--- src/rtl/imem_pkg.sv ---
// Shared encodings for the instruction-memory arbiter: FSM states, response owner, NOP word.
// Also holds the out-of-range address test used by both requesters.
package imem_pkg;

  typedef enum logic [1:0] {
    ST_FETCH = 2'd0,
    ST_DBG   = 2'd1,
    ST_LOCK  = 2'd2
  } state_t;

  typedef enum logic [1:0] {
    OWN_NONE   = 2'd0,
    OWN_IF     = 2'd1,
    OWN_DBG_RD = 2'd2,
    OWN_DBG_WR = 2'd3
  } owner_t;

  localparam logic [31:0] NOP = 32'h00000013;

  // True when any byte-address bit above the word index is set.
  function automatic logic addr_oor(input logic [31:0] addr, input int aw);
    return (addr >> (aw + 2)) != 32'd0;
  endfunction

endpackage

--- src/rtl/imem_starve_ctr.sv ---
// Counts consecutive denied debug-request cycles, saturating at STARVE_MAX.
// Latency: count visible the cycle after a denial; clears on grant or idle request.
// Backpressure: none, free-running observer of req/gnt.
module imem_starve_ctr #(
  parameter int STARVE_MAX = 4,
  parameter int CW         = $clog2(STARVE_MAX + 1)
) (
  input  logic clk,
  input  logic rst,
  input  logic dbg_req,
  input  logic dbg_gnt,
  output logic starved
);

  logic [CW-1:0] cnt;

  always_ff @(posedge clk or negedge rst) begin
    if (!rst) begin
      cnt <= '0;
    end else if (dbg_req && !dbg_gnt) begin
      if (cnt != CW'(STARVE_MAX)) cnt <= cnt + 1'b1;
    end else begin
      cnt <= '0;
    end
  end

  assign starved = (cnt == CW'(STARVE_MAX));

endmodule

--- src/rtl/imem_arbiter.sv ---
// Shares one synchronous instruction memory between IF fetch and a debug/loader port.
// Latency: grant combinational, read data and rvalid one cycle after grant.
// Backpressure: requester waits while its gnt is low; debug can lock out fetch.
module imem_arbiter
  import imem_pkg::*;
#(
  parameter int ADDR_W     = 8,
  parameter int STARVE_MAX = 4
) (
  input  logic              clk,
  input  logic              rst,
  input  logic              if_req,
  input  logic [31:0]       if_addr,
  output logic              if_gnt,
  output logic              if_rvalid,
  output logic [31:0]       if_rdata,
  input  logic              dbg_req,
  input  logic              dbg_we,
  input  logic              dbg_lock,
  input  logic [31:0]       dbg_addr,
  input  logic [31:0]       dbg_wdata,
  output logic              dbg_gnt,
  output logic              dbg_rvalid,
  output logic              dbg_err,
  output logic [31:0]       dbg_rdata,
  output logic              mem_en,
  output logic              mem_we,
  output logic [ADDR_W-1:0] mem_addr,
  output logic [31:0]       mem_wdata,
  input  logic [31:0]       mem_rdata
);

  state_t      state;
  owner_t      owner;
  logic        err_q;
  logic [31:0] if_hold;
  logic [31:0] dbg_hold;
  logic        starved;
  logic        if_oor;
  logic        dbg_oor;

  assign if_oor  = addr_oor(if_addr, ADDR_W);
  assign dbg_oor = addr_oor(dbg_addr, ADDR_W);

  imem_starve_ctr #(.STARVE_MAX(STARVE_MAX)) u_starve (
    .clk     (clk),
    .rst     (rst),
    .dbg_req (dbg_req),
    .dbg_gnt (dbg_gnt),
    .starved (starved)
  );

  // Grants are suppressed while reset is held so nothing reaches the memory.
  always_comb begin
    if_gnt  = 1'b0;
    dbg_gnt = 1'b0;
    if (rst) begin
      case (state)
        ST_LOCK: dbg_gnt = dbg_req;
        default: begin
          if (if_req && !(starved && dbg_req)) if_gnt = 1'b1;
          else                                 dbg_gnt = dbg_req;
        end
      endcase
    end
  end

  always_comb begin
    mem_en    = 1'b0;
    mem_we    = 1'b0;
    mem_addr  = '0;
    mem_wdata = '0;
    if (if_gnt) begin
      mem_en   = !if_oor;
      mem_addr = if_addr[ADDR_W+1:2];
    end else if (dbg_gnt) begin
      mem_en    = !dbg_oor;
      mem_we    = dbg_we;
      mem_addr  = dbg_addr[ADDR_W+1:2];
      mem_wdata = dbg_wdata;
    end
  end

  always_ff @(posedge clk or negedge rst) begin
    if (!rst) begin
      state    <= ST_FETCH;
      owner    <= OWN_NONE;
      err_q    <= 1'b0;
      if_hold  <= NOP;
      dbg_hold <= '0;
    end else begin
      case (state)
        ST_FETCH: if (dbg_gnt) state <= dbg_lock ? ST_LOCK : ST_DBG;
        ST_DBG:   state <= (dbg_gnt && dbg_lock) ? ST_LOCK : ST_FETCH;
        ST_LOCK:  if (!dbg_lock) state <= ST_FETCH;
        default:  state <= ST_FETCH;
      endcase

      if (if_gnt) begin
        owner <= OWN_IF;
        err_q <= if_oor;
      end else if (dbg_gnt) begin
        owner <= dbg_we ? OWN_DBG_WR : OWN_DBG_RD;
        err_q <= dbg_oor;
      end else begin
        owner <= OWN_NONE;
        err_q <= 1'b0;
      end

      if (owner == OWN_IF)     if_hold  <= if_rdata;
      if (owner == OWN_DBG_RD) dbg_hold <= dbg_rdata;
    end
  end

  assign if_rvalid  = (owner == OWN_IF);
  assign if_rdata   = if_rvalid ? (err_q ? NOP : mem_rdata) : if_hold;
  assign dbg_rvalid = (owner == OWN_DBG_RD);
  assign dbg_err    = ((owner == OWN_DBG_RD) || (owner == OWN_DBG_WR)) && err_q;
  assign dbg_rdata  = dbg_rvalid ? (err_q ? 32'd0 : mem_rdata) : dbg_hold;

endmodule

--- config.mk ---
export PLATFORM = sky130hd
export DESIGN_NAME = imem_arbiter
export DESIGN_NICKNAME = d
export VERILOG_FILES = /design/src/rtl/imem_pkg.sv /design/src/rtl/imem_starve_ctr.sv /design/src/rtl/imem_arbiter.sv
export SDC_FILE = /design/constraint.sdc
export NUM_CORES = 1
export LEC_CHECK = 0
export CAP_MARGIN = 20
export CORE_ASPECT_RATIO = 1.25
export CORE_MARGIN = 3
export CORE_UTILIZATION = 33
export DETAILED_ROUTE_END_ITERATION = 12
export PLACE_DENSITY = 0.78
export SYNTH_ARGS = -nofsm -noshare
export SYNTH_HDL_FRONTEND = slang
export SYNTH_HIERARCHICAL = 1
export SYNTH_SLANG_ARGS = --single-unit
--- constraint.sdc ---
create_clock -name clk -period 1.9 [get_ports clk]
set_clock_uncertainty 0.15 [all_clocks]
set_input_delay 0.38 -clock clk [delete_from_list [all_inputs] [get_ports clk]]
set_output_delay 0.38 -clock clk [all_outputs]
set_load 0.02 [all_outputs]
==> results.md, run 1 <==
• **sequential area share after synthesis** 0.494
• **Avg Synthesized Cell Area** 8.75 um2
• **Worst Reg-to-Reg Cells** 8
• **sequential standard cell area** 1810 um2
• **slew margin rel.** 0.382
• **slew at the pin closest to its max-slew limit** 0.927 ns
• **Crit. path cell count** 10
• **Startpoint Class** flop
• **total setup violations reported at the end of the flow** 110
• **Seq cells post-synth** 72
• **Max Buffers Root-to-Sink** 2
• **DR vias** 4969
• **number of buffers added on ports** 240
• **Core Footprint** 10700 um2
• **first-pass GRT wire length** 24.5 mm
• **TritonCTS clock tree** yes
• **fin area** 9200 um2
• **fin util** 0.858
• **unrepaired setup endpoints after global routing** yes
• **total leakage power** 4.21 nW
• **number of clock buffers inserted by TritonCTS** 9
• **required time of the critical path** 1.37 ns
• **Overall Power** 7.80 mW
• **clk sink count** 72
• **Starting DRT DRC Count** 217
• **hold bufs inserted after CTS** 0
• **kind of cell adding the most delay to the critical path** buffers and inverters
• **total of max-cap violations** 0
• **overall track demand over capacity in global routing** 0.258
• **run status** complete, but fails checks
• **power density relative to cell area** 848 nW/um2
• **clock edge transition at the registers on the reported setup and hold paths** 0.06 ns
• **count of placed standard cells in the final layout, fillers left out** 923
• **area fraction of the dominant cell type after synthesis** 0.472
• **final net count** 921
• **cell type with the highest aggregate area in the netlist** sky130_fd_sc_hd__dfrtp_1
• **growth of design area from synthesis to finish** 152%
• **number of top-level pins** 245
• **overall die area** 12400 um2
• **total number of yosys warnings** 6
• **number of search-and-repair iterations in the first detailed-routing pass** 4
• **cell types occupying the most area after synthesis** sky130_fd_sc_hd__dfrtp_1, sky130_fd_sc_hd__o21ai_0, sky130_fd_sc_hd__nand2_1, sky130_fd_sc_hd__nand2b_1, sky130_fd_sc_hd__and2_1
• **Register-to-Register Setup Slack** -0.13 ns
• **Post-Syn Instances** 418
• **drt drc** 0
• **initial standard-cell utilization of the core** 0.341
• **DP HPWL** 10.5 mm
• **Tightest Hold Check Type** in2async
• **Die Width** 100 um
• **buffer cell driving the clock tree root** sky130_fd_sc_hd__clkbuf_16
• **chain of cells forming the critical path** inv_2 > ha_4 > and2_4 > nand2_2 > nand4_1 > inv_2 > buf_12 > buf_6 > a22o_4 > buf_6
• **aggregate negative setup slack** -36.52 ns
• **worst r2r src** owner[0]$_DFF_PN0_
• **residual antenna-violating net count after detailed routing** 0
• **Critical path origin** u_starve/cnt[0]$_DFFE_PN0P_
• **worst setup margin** -0.552 ns
• **Fillers** 495
• **vias per cell** 5.38
• **worst-case vdd ir drop** 0.564 mV
• **Std-Cell Rows** 42
• **nature of the critical path endpoint** output port
• **Critical path buffers and inverters** 5
• **final clock period utilization by the worst path** 1.29
• **crit path capture** mem_en
• **maximum net fanout on the critical path** 6
• **antenna violations before repair** 1
• **via count of the first global-routing pass** 4773
• **share of final-layout standard cells stronger than drive strength 1** 0.581
• **GRT Residual Overflow** 0
• **Multi-input gate area** 2630 um2
• **Synthesized Nets** 554
• **Routed WL per cell** 22.6 um
• **worst setup path class** reg2out
• **highest clock rate** 0.408 GHz
• **total cell area at the placement stage** 6640 um2
• **biggest cell delay along the critical path** 0.39 ns
• **endpoint arrival time on the critical path** 1.92 ns
• **endpoint of the worst register-to-register path** dbg_hold[12]$_DFFE_PN0P_
• **violated checks** negative setup slack
• **Final Hold Violating Endpoints** 0
• **Clock H-tree levels** 3
• **max-slew violation count** 0
• **clock insertion delay at the later pin of the skew report** 0.34 ns
• **largest net degree at the start of global routing** 73
• **Post-Place Cells** 807
• **slowest cell on the critical path** sky130_fd_sc_hd__dfrtp_1
• **count of different cell masters after synthesis** 29
• **Synth Cell Area** 3660 um2
• **Vert. Die Dim** 124 um
• **Final GP Congestion** 0.863
• **time the worst path needs with I/O delays and setup** 2.45 ns
• **wirelength, routed** 20.9 mm
-- cell type report --
cell class / count / share of cell area
inverters: 7 / 0.00286
multi-input cells: 310 / 0.285
clock buffers: 11 / 0.0264
diodes: 1 / 0.000272
well taps: 132 / 0.0179
clock inverters: 5 / 0.0113
flip-flops and latches: 72 / 0.196
repair buffers: 385 / 0.460
-- how the worst min path moves through the flow --
| stage | from | slack [ns] | depth (start not counted) | end |
|---|---|---|---|---|
| 6_report | rst | 0.16 | 2 | err_q$_DFF_PN0_ |
| 5_1_grt | rst | 0.22 | 2 | dbg_hold[15]$_DFFE_PN0P_ |
| 4_1_cts | rst | 0.19 | 2 | state[1]$_DFFE_PN0P_ |
| 3_5_place_dp | state[0]$_DFFE_PN0P_ | 0.28 | 1 | state[0]$_DFFE_PN0P_ |
| 3_3_place_gp | state[0]$_DFFE_PN0P_ | 0.26 | 1 | state[0]$_DFFE_PN0P_ |
| 2_1_floorplan | rst | -0.07 | 0 | dbg_hold[0]$_DFFE_PN0P_ |
-- report_power, final --
group / switching [mW] / internal [mW] / total (mW)
combinational: 1.80 / 1.89 / 3.69
sequential: 0.247 / 1.88 / 2.12
clock: 0.674 / 1.32 / 1.99
-- cell families (layout without fill, tap and decap cells) --
| group | Yosys count | in the layout | share of synthesized area |
|---|---|---|---|
| adder cells (fa/ha/maj) | 2 | 2 | 0.00684 |
| AO/OA/AOI/OAI | 145 | 145 | 0.216 |
| flip-flops | 72 | 72 | 0.494 |
| other | 0 | 1 | 0 |
| AND/OR/NAND/NOR | 163 | 163 | 0.243 |
| buffers and inverters | 36 | 408 | 0.0407 |
-- stage by stage --
step	setup slack, ns	hold slack, ns
final	-0.552	0.160
after global routing	-0.608	0.219
after CTS	-0.551	0.192
after detailed placement	-0.842	0.283
after global placement	-0.789	0.260
after floorplan	-0.0801	-0.0656
-- timing repair --
action                     4_1_cts  5_1_grt
gates resized for setup        526      550
buffers inserted                21       71
cloned                          12        7
hold endpoints to repair         0        0
setup endpoints to repair      111      111
pin swaps                       10       44
-- synth_stat cells, drive strengths merged --
cell type / number
a21bo: 1
a21boi: 1
a21o: 1
a21oi: 2
a22o: 9
a31oi: 2
and2: 35
and3b: 1
buf: 11
clkbuf: 18
dfrtp: 69
dfstp: 3
ha: 2
inv: 7
nand2: 66
nand2b: 37
nand3: 2
nand4: 3
nor2: 4
nor3: 2
nor4: 10
o21ai: 128
o22ai: 1
or2: 1
or4: 2
-- placed cells by master (no fill, tap or decap), types with 3 or more instances in the layout --
master,count
sky130_fd_sc_hd__nand4_1,3
sky130_fd_sc_hd__a22o_1,3
sky130_fd_sc_hd__buf_12,16
sky130_fd_sc_hd__nand2b_1,31
sky130_fd_sc_hd__and2_4,20
sky130_fd_sc_hd__o21ai_2,43
sky130_fd_sc_hd__bufinv_16,3
sky130_fd_sc_hd__a22o_4,6
sky130_fd_sc_hd__dfstp_2,3
sky130_fd_sc_hd__o21ai_4,21
sky130_fd_sc_hd__nor4_1,7
sky130_fd_sc_hd__clkdlybuf4s50_1,128
sky130_fd_sc_hd__o21ai_0,57
sky130_fd_sc_hd__o21ai_1,7
sky130_fd_sc_hd__and2_2,12
sky130_fd_sc_hd__nor2_1,4
sky130_fd_sc_hd__buf_16,5
sky130_fd_sc_hd__nand2_1,6
sky130_fd_sc_hd__buf_6,147
sky130_fd_sc_hd__nand2_4,39
sky130_fd_sc_hd__and2_1,3
sky130_fd_sc_hd__clkbuf_16,15
sky130_fd_sc_hd__inv_2,6
sky130_fd_sc_hd__buf_8,8
sky130_fd_sc_hd__buf_4,73
sky130_fd_sc_hd__nand2_2,21
sky130_fd_sc_hd__nand2b_4,6
sky130_fd_sc_hd__dfrtp_1,69
-- flip-flops by register name, summed over array words and instances (netlist names) --
signal        count
if_hold          32
err_q             1
u_starve/cnt      3
owner             2
dbg_hold         32
state             2
-- per-layer routing --
metal / vias to the layer above / global-route usage / share of wire
li1: 2186 / - / -
met1: 2395 / 0.272 / 0.32
met2: 307 / 0.469 / 0.53
met3: 81 / 0.0796 / 0.088
met4: 0 / 0.117 / 0.056
met5: - / 0 / 0
No activity file was read; power rests on OpenSTA's default activity.
==> run 2, diff against run 1 <==
- GPL_ROUTABILITY_DRIVEN: default -> 0
==> results of run 2 <==
Final layout, timing and power as in run 1 (identical DEF).
==> RTL edit 1: new RTL, config.mk and constraints of run 1 <==
Register the output `dbg_rdata`, with the module's reset; this adds one clock of latency there. The other outputs are not delayed to match.
--- a/src/rtl/imem_arbiter.sv
+++ b/src/rtl/imem_arbiter.sv
@@ -29,6 +29,8 @@
   output logic [31:0]       mem_wdata,
   input  logic [31:0]       mem_rdata
 );
+
+  logic [31:0] dbg_rdata_d;
 
   state_t      state;
   owner_t      owner;
@@ -108,7 +110,7 @@
       end
 
       if (owner == OWN_IF)     if_hold  <= if_rdata;
-      if (owner == OWN_DBG_RD) dbg_hold <= dbg_rdata;
+      if (owner == OWN_DBG_RD) dbg_hold <= dbg_rdata_d;
     end
   end
 
@@ -116,7 +118,15 @@
   assign if_rdata   = if_rvalid ? (err_q ? NOP : mem_rdata) : if_hold;
   assign dbg_rvalid = (owner == OWN_DBG_RD);
   assign dbg_err    = ((owner == OWN_DBG_RD) || (owner == OWN_DBG_WR)) && err_q;
-  assign dbg_rdata  = dbg_rvalid ? (err_q ? 32'd0 : mem_rdata) : dbg_hold;
+  assign dbg_rdata_d = dbg_rvalid ? (err_q ? 32'd0 : mem_rdata) : dbg_hold;
+
+  always_ff @(posedge clk or negedge rst) begin
+    if (!rst) begin
+      dbg_rdata <= '0;
+    end else begin
+      dbg_rdata <= dbg_rdata_d;
+    end
+  end
 
 endmodule
 
Check against the original RTL: not equivalent (Yosys sat finds a counterexample within 4 cycles, from zero or initial values and one cycle with rst low).
==> RTL edit 1 against run 1 <==
- sequential power up 39%
- setup slack worse by 31 ps
- combinational power down 12%
- cell count up 3.6%
- final area up 0.71%
- synthesized area up 22%
- die area up 21%
- power up 1.3%
- first-iteration DRC count down 3.2%
- the flow still finishes with violations (setup timing)
- sequential cell count up 32
- largest cell class unchanged
- global-route usage down 4.4 points
- routed wire length down 15%
- synthesized cell count up 7.7%
==> RTL edit 1: results (changes against run 1) <==
Total routed wire length on the met1 layer: 5.71 mm (-15%). The number of cells traversed by the worst register-to-register path is 11 (+3). The estimated wirelength of the detail-placed design was 10.6 mm (+0.57%); the post-CTS setup repair buffer count was 29 (+38%).

The logs give 7550 µm² (+14%) for the cell area after placement and 1.21 mm (-34%) for the met3 routed wirelength. The leakage power of the design came out at 4.22 nW (+0.35%). The initial antenna violation count is 0 (-1), and the cell count after synthesis is 450 (+7.7%).

The checks that failed: setup timing. The min-delay analysis places its worst path in the category reg -> reg. The aggregate global-route resource usage is 21.4% (-4.4 points).

The largest registers in the layout are dbg_hold x32, dbg_rdata x32, if_hold x32. The total inserted antenna cells came out at 0 (-1). For the number of design-rule violations left by the first detailed-router iteration, the log shows 210 (-3.2%).

The final-layout worst hold slack was 305 ps (+145 ps). The mean number of vias per cell was 4.99 (-7.2%). The worst-path maximum fanout was 3 (-3). Total of endpoints with negative setup slack in the final report: 79 (-28%). For the share of the yosys chip area belonging to registers, the log shows 58.5% (+9.1 points).

First-pass iteration count of the detailed router: 5 (+1). The share of total power in combinational logic is 40.9% (-6.3 points). The tools report the number of fill cells as 863 (+74%).

The final critical-path setup slack came out at -583 ps (-30.5 ps). The total number of nets in the final design is 919 (-0.22%). The global-route met1 utilization is 21.4% (-5.8 points). The area used by sequential logic in the layout was 2610 µm² (+44%); the sequential fraction of design power was 37.2% (+10 points). The flow ran to the end, but the final reports show violations. The run gives 66.1% (+28 points) as the headroom to the max-slew limit. The post-synthesis adder-cell area fraction was 0.561% (-0.12 points); the post-route setup TNS was -27,580 ps (+8940 ps). The run gives 1 (+1) as the number of buffers inserted by hold repair at cts. The global-route track usage on met2 came out at 40.7% (-6.2 points).
==> RTL edit 1: cell count changes after synthesis, sizes merged <==
cell	before	now
dfrtp	69	101
==> RTL edit 1: worst max-delay path by stage <==
stage / depth (start not counted) / slack, ps / to
2_1_floorplan: 7 / -80 / mem_wdata[23]
3_3_place_gp: 5 / -1010 / mem_en
3_5_place_dp: 5 / -1000 / mem_en
4_1_cts: 10 / -570 / mem_en
5_1_grt: 10 / -660 / mem_en
6_report: 10 / -580 / mem_en
==> RTL edit 1: worst max-delay path: stages (launching register included) <==
cell	delay, ps
dfrtp_1	390
inv_2	70
ha_4	130
and2_4	140
nand2_2	50
nand4_1	100
buf_6	120
clkinvlp_4	120
buf_6	140
a22o_4	230
buf_6	130
==> RTL edit 1: area by class of cell <==
type / count / area share (%)
timing repair inverter: 1 / 0.0810
clock buffer: 10 / 2.58
multi-input combinational: 310 / 26.0
clock inverter: 6 / 0.459
inverter: 7 / 0.324
timing repair buffer: 350 / 40.2
tap: 168 / 2.27
sequential: 104 / 28.1
==> RTL edit 2: new RTL, settings of run 1 <==
Made on the original files. `ADDR_W`: 8 -> 7.
--- a/src/rtl/imem_arbiter.sv
+++ b/src/rtl/imem_arbiter.sv
@@ -4,7 +4,7 @@
 module imem_arbiter
   import imem_pkg::*;
 #(
-  parameter int ADDR_W     = 8,
+  parameter int ADDR_W     = 7,
   parameter int STARVE_MAX = 4
 ) (
   input  logic              clk,
Interface: changed (resized mem_addr); port bits go from 245 to 244. No check against the original RTL was run, so the function may have changed too.
==> RTL edit 2 against run 1 <==
- the flow still finishes with violations (setup timing)
- global-route usage up 0.92 points
- routed wire length is 12% higher
- clock power down 9%
- synthesized area is 0.86% higher
- power up 0.44%
- via count up 3.4%
- setup slack worse by 20 ps
- die area rose by 0.81%
- sequential share of layout area is 0.33 points lower
- sequential cell count is the same
- final area up 1.8%
- largest cell class unchanged
- largest power group unchanged
==> RTL edit 2: results (changes against run 1) <==
The number of buffers created by CTS came out at 9 (unchanged). The highest ir drop seen on vdd is 0.000390 V (-31%). The number of cells traversed by the worst register-to-register path was 7 (-1); the number of port buffers was 239 (-0.42%). The number of design-rule violations left by the first detailed-router iteration came out at 338 (+56%). After synthesis, the cell types taking the most area are dfrtp_1 (47%), o21ai_0 (16%), nand2_1 (6.9%). The ratio of cells with drive above 1 in the final layout is 60.0% (+1.9 points), and the cell area after placement is 6680 µm² (+0.68%). The CTS clock-pin slew for the worst setup and hold paths was 60 ps (about the same); the post-synth net total was 556 (+0.36%). The run gives 1940 ps (+20 ps) as the arrival time at the worst endpoint.

Worst-path maximum fanout: 15 (+9). The run gives -572 ps (-19.8 ps) as the final critical-path setup slack. The total number of nets in the final design came out at 923 (+0.22%). The buffer cell driving the clock tree root was clkbuf_16. The tools report the maximum number of pins on one net before global-route repair as 59 (-19%).

The final reports fail on setup timing. The aggregate global-route resource usage is 26.7% (+0.92 points), and the post-route setup TNS is -39,170 ps (-2650 ps). Share of the yosys chip area belonging to registers: 48.9% (-0.42 points).

The leakage power of the design was 4.26 nW (+1.1%). The tools report the routed wire length as 23.3 mm (+12%). Number of different library cells in the post-synthesis netlist: 33 (+14%). The initial antenna violation count was 2 (+1). The placer's final routability congestion estimate came out at 0.832 (-3.7%).

Via count of the first global-routing pass: 4,538 (-4.9%). Counting instances in the post-synthesis netlist gives the leading cell types as o21ai_0 (119), dfrtp_1 (69), nand2_1 (68). The run gives 0 (unchanged) as the count of antenna-violating nets left after detailed routing. The flow ran to the end, but the final reports show violations. The register-to-register setup slack was -70 ps (+60 ps); the headroom to the max-slew limit was 49.9% (+12 points).

The net switching fraction of the power was 36.4% (+1.6 points). The run gives 25.1 mm (+2.6%) as the global-route wire length before repair. Total of endpoints with negative setup slack in the final report: 110 (unchanged). The mean number of vias per cell is 5.56 (+3.2%).

The run gives 12.6 mm (+20%) as the estimated wirelength of the detail-placed design.
RTL edit 2: changes by cell type in the layout (fill, tap and decap cells not counted), moves of 4 or more:
| cell | before | now |
|---|---|---|
| o21ai_2 | 43 | 26 |
| buf_6 | 147 | 132 |
| o21ai_1 | 7 | 13 |
| nand2b_4 | 6 | 25 |
| buf_4 | 73 | 82 |
| buf_12 | 16 | 20 |
| nand2_1 | 6 | 13 |
| and2_4 | 20 | 25 |
| buf_16 | 5 | 1 |
| nand2b_2 | 0 | 6 |
| o21ai_4 | 21 | 35 |
| nand2b_1 | 31 | 7 |
| nand2_2 | 21 | 16 |
RTL edit 2: worst max path at each step:
stage | start | to | slack, ps | cells after the start
after floorplan | u_starve/cnt[0] | mem_wdata[23] | -20 | 7
after global placement | if_addr[10] | mem_en | -1110 | 6
after detailed placement | if_addr[10] | mem_en | -1110 | 6
after CTS | u_starve/cnt[1] | mem_addr[6] | -570 | 9
after global routing | u_starve/cnt[0] | mem_wdata[9] | -620 | 9
final | u_starve/cnt[0] | mem_wdata[11] | -570 | 9
RTL edit 2: cells by family after synthesis:
family	share of synthesized area, %
AND/OR/NAND/NOR	23.7
adder cells (fa/ha/maj)	0.678
buffers and inverters	5.16
AO/OA/AOI/OAI	21.5
flip-flops	48.9
RTL edit 2: per-stage QoR:
step           setup WS [ps]  hold slack (ps)  instances  utilization [%]  power, mW
2_1_floorplan          -22.4            -65.6        420                -       3.09
3_3_place_gp           -1110              245        820             62.0       4.40
3_5_place_dp           -1110              238        820             62.0       4.49
4_1_cts                 -568              126        866             71.0       6.46
5_1_grt                 -622              174        925             87.0       8.07
6_report                -572              117        925             87.0       7.84
RTL edit 2: final cells by class:
class	instances	area, µm²
Clock buffer	10	229
Fill cell	467	1410
Timing Repair inverter	1	5.00
Tap cell	132	165
Multi-Input combinational cell	315	2870
Antenna cell	1	2.50
Sequential cell	72	1810
Clock inverter	6	83.8
Timing Repair Buffer	382	4180
Inverter	6	30.0
RTL edit 2: metal layers:
metal | part of all wire, % | track usage, %
met4 | 5.4 | 11.3
met3 | 9.7 | 6.62
met5 | 0 | 0
met2 | 52 | 45.4
met1 | 33 | 31.7
RTL edit 2: timing repair:
| action | in CTS | in global routing |
|---|---|---|
| setup buffers | 18 | 61 |
| pin swaps | 19 | 65 |
| gates resized for setup | 586 | 474 |
| setup endpoints to repair | 110 | 110 |
| cloned | 11 | 10 |
| hold buffers | 1 | 0 |
| hold endpoints to repair | 13 | 0 |
RTL edit 2: power groups by stage:
stage | sequential, mW | combinational (mW) | clock (mW)
5_1_grt | 2.15 | 4.04 | 1.88
3_5_place_dp | 2.00 | 2.49 | 0
2_1_floorplan | 1.96 | 1.13 | 0
6_report | 2.13 | 3.89 | 1.82
4_1_cts | 1.98 | 2.68 | 1.80
3_3_place_gp | 1.97 | 2.43 | 0
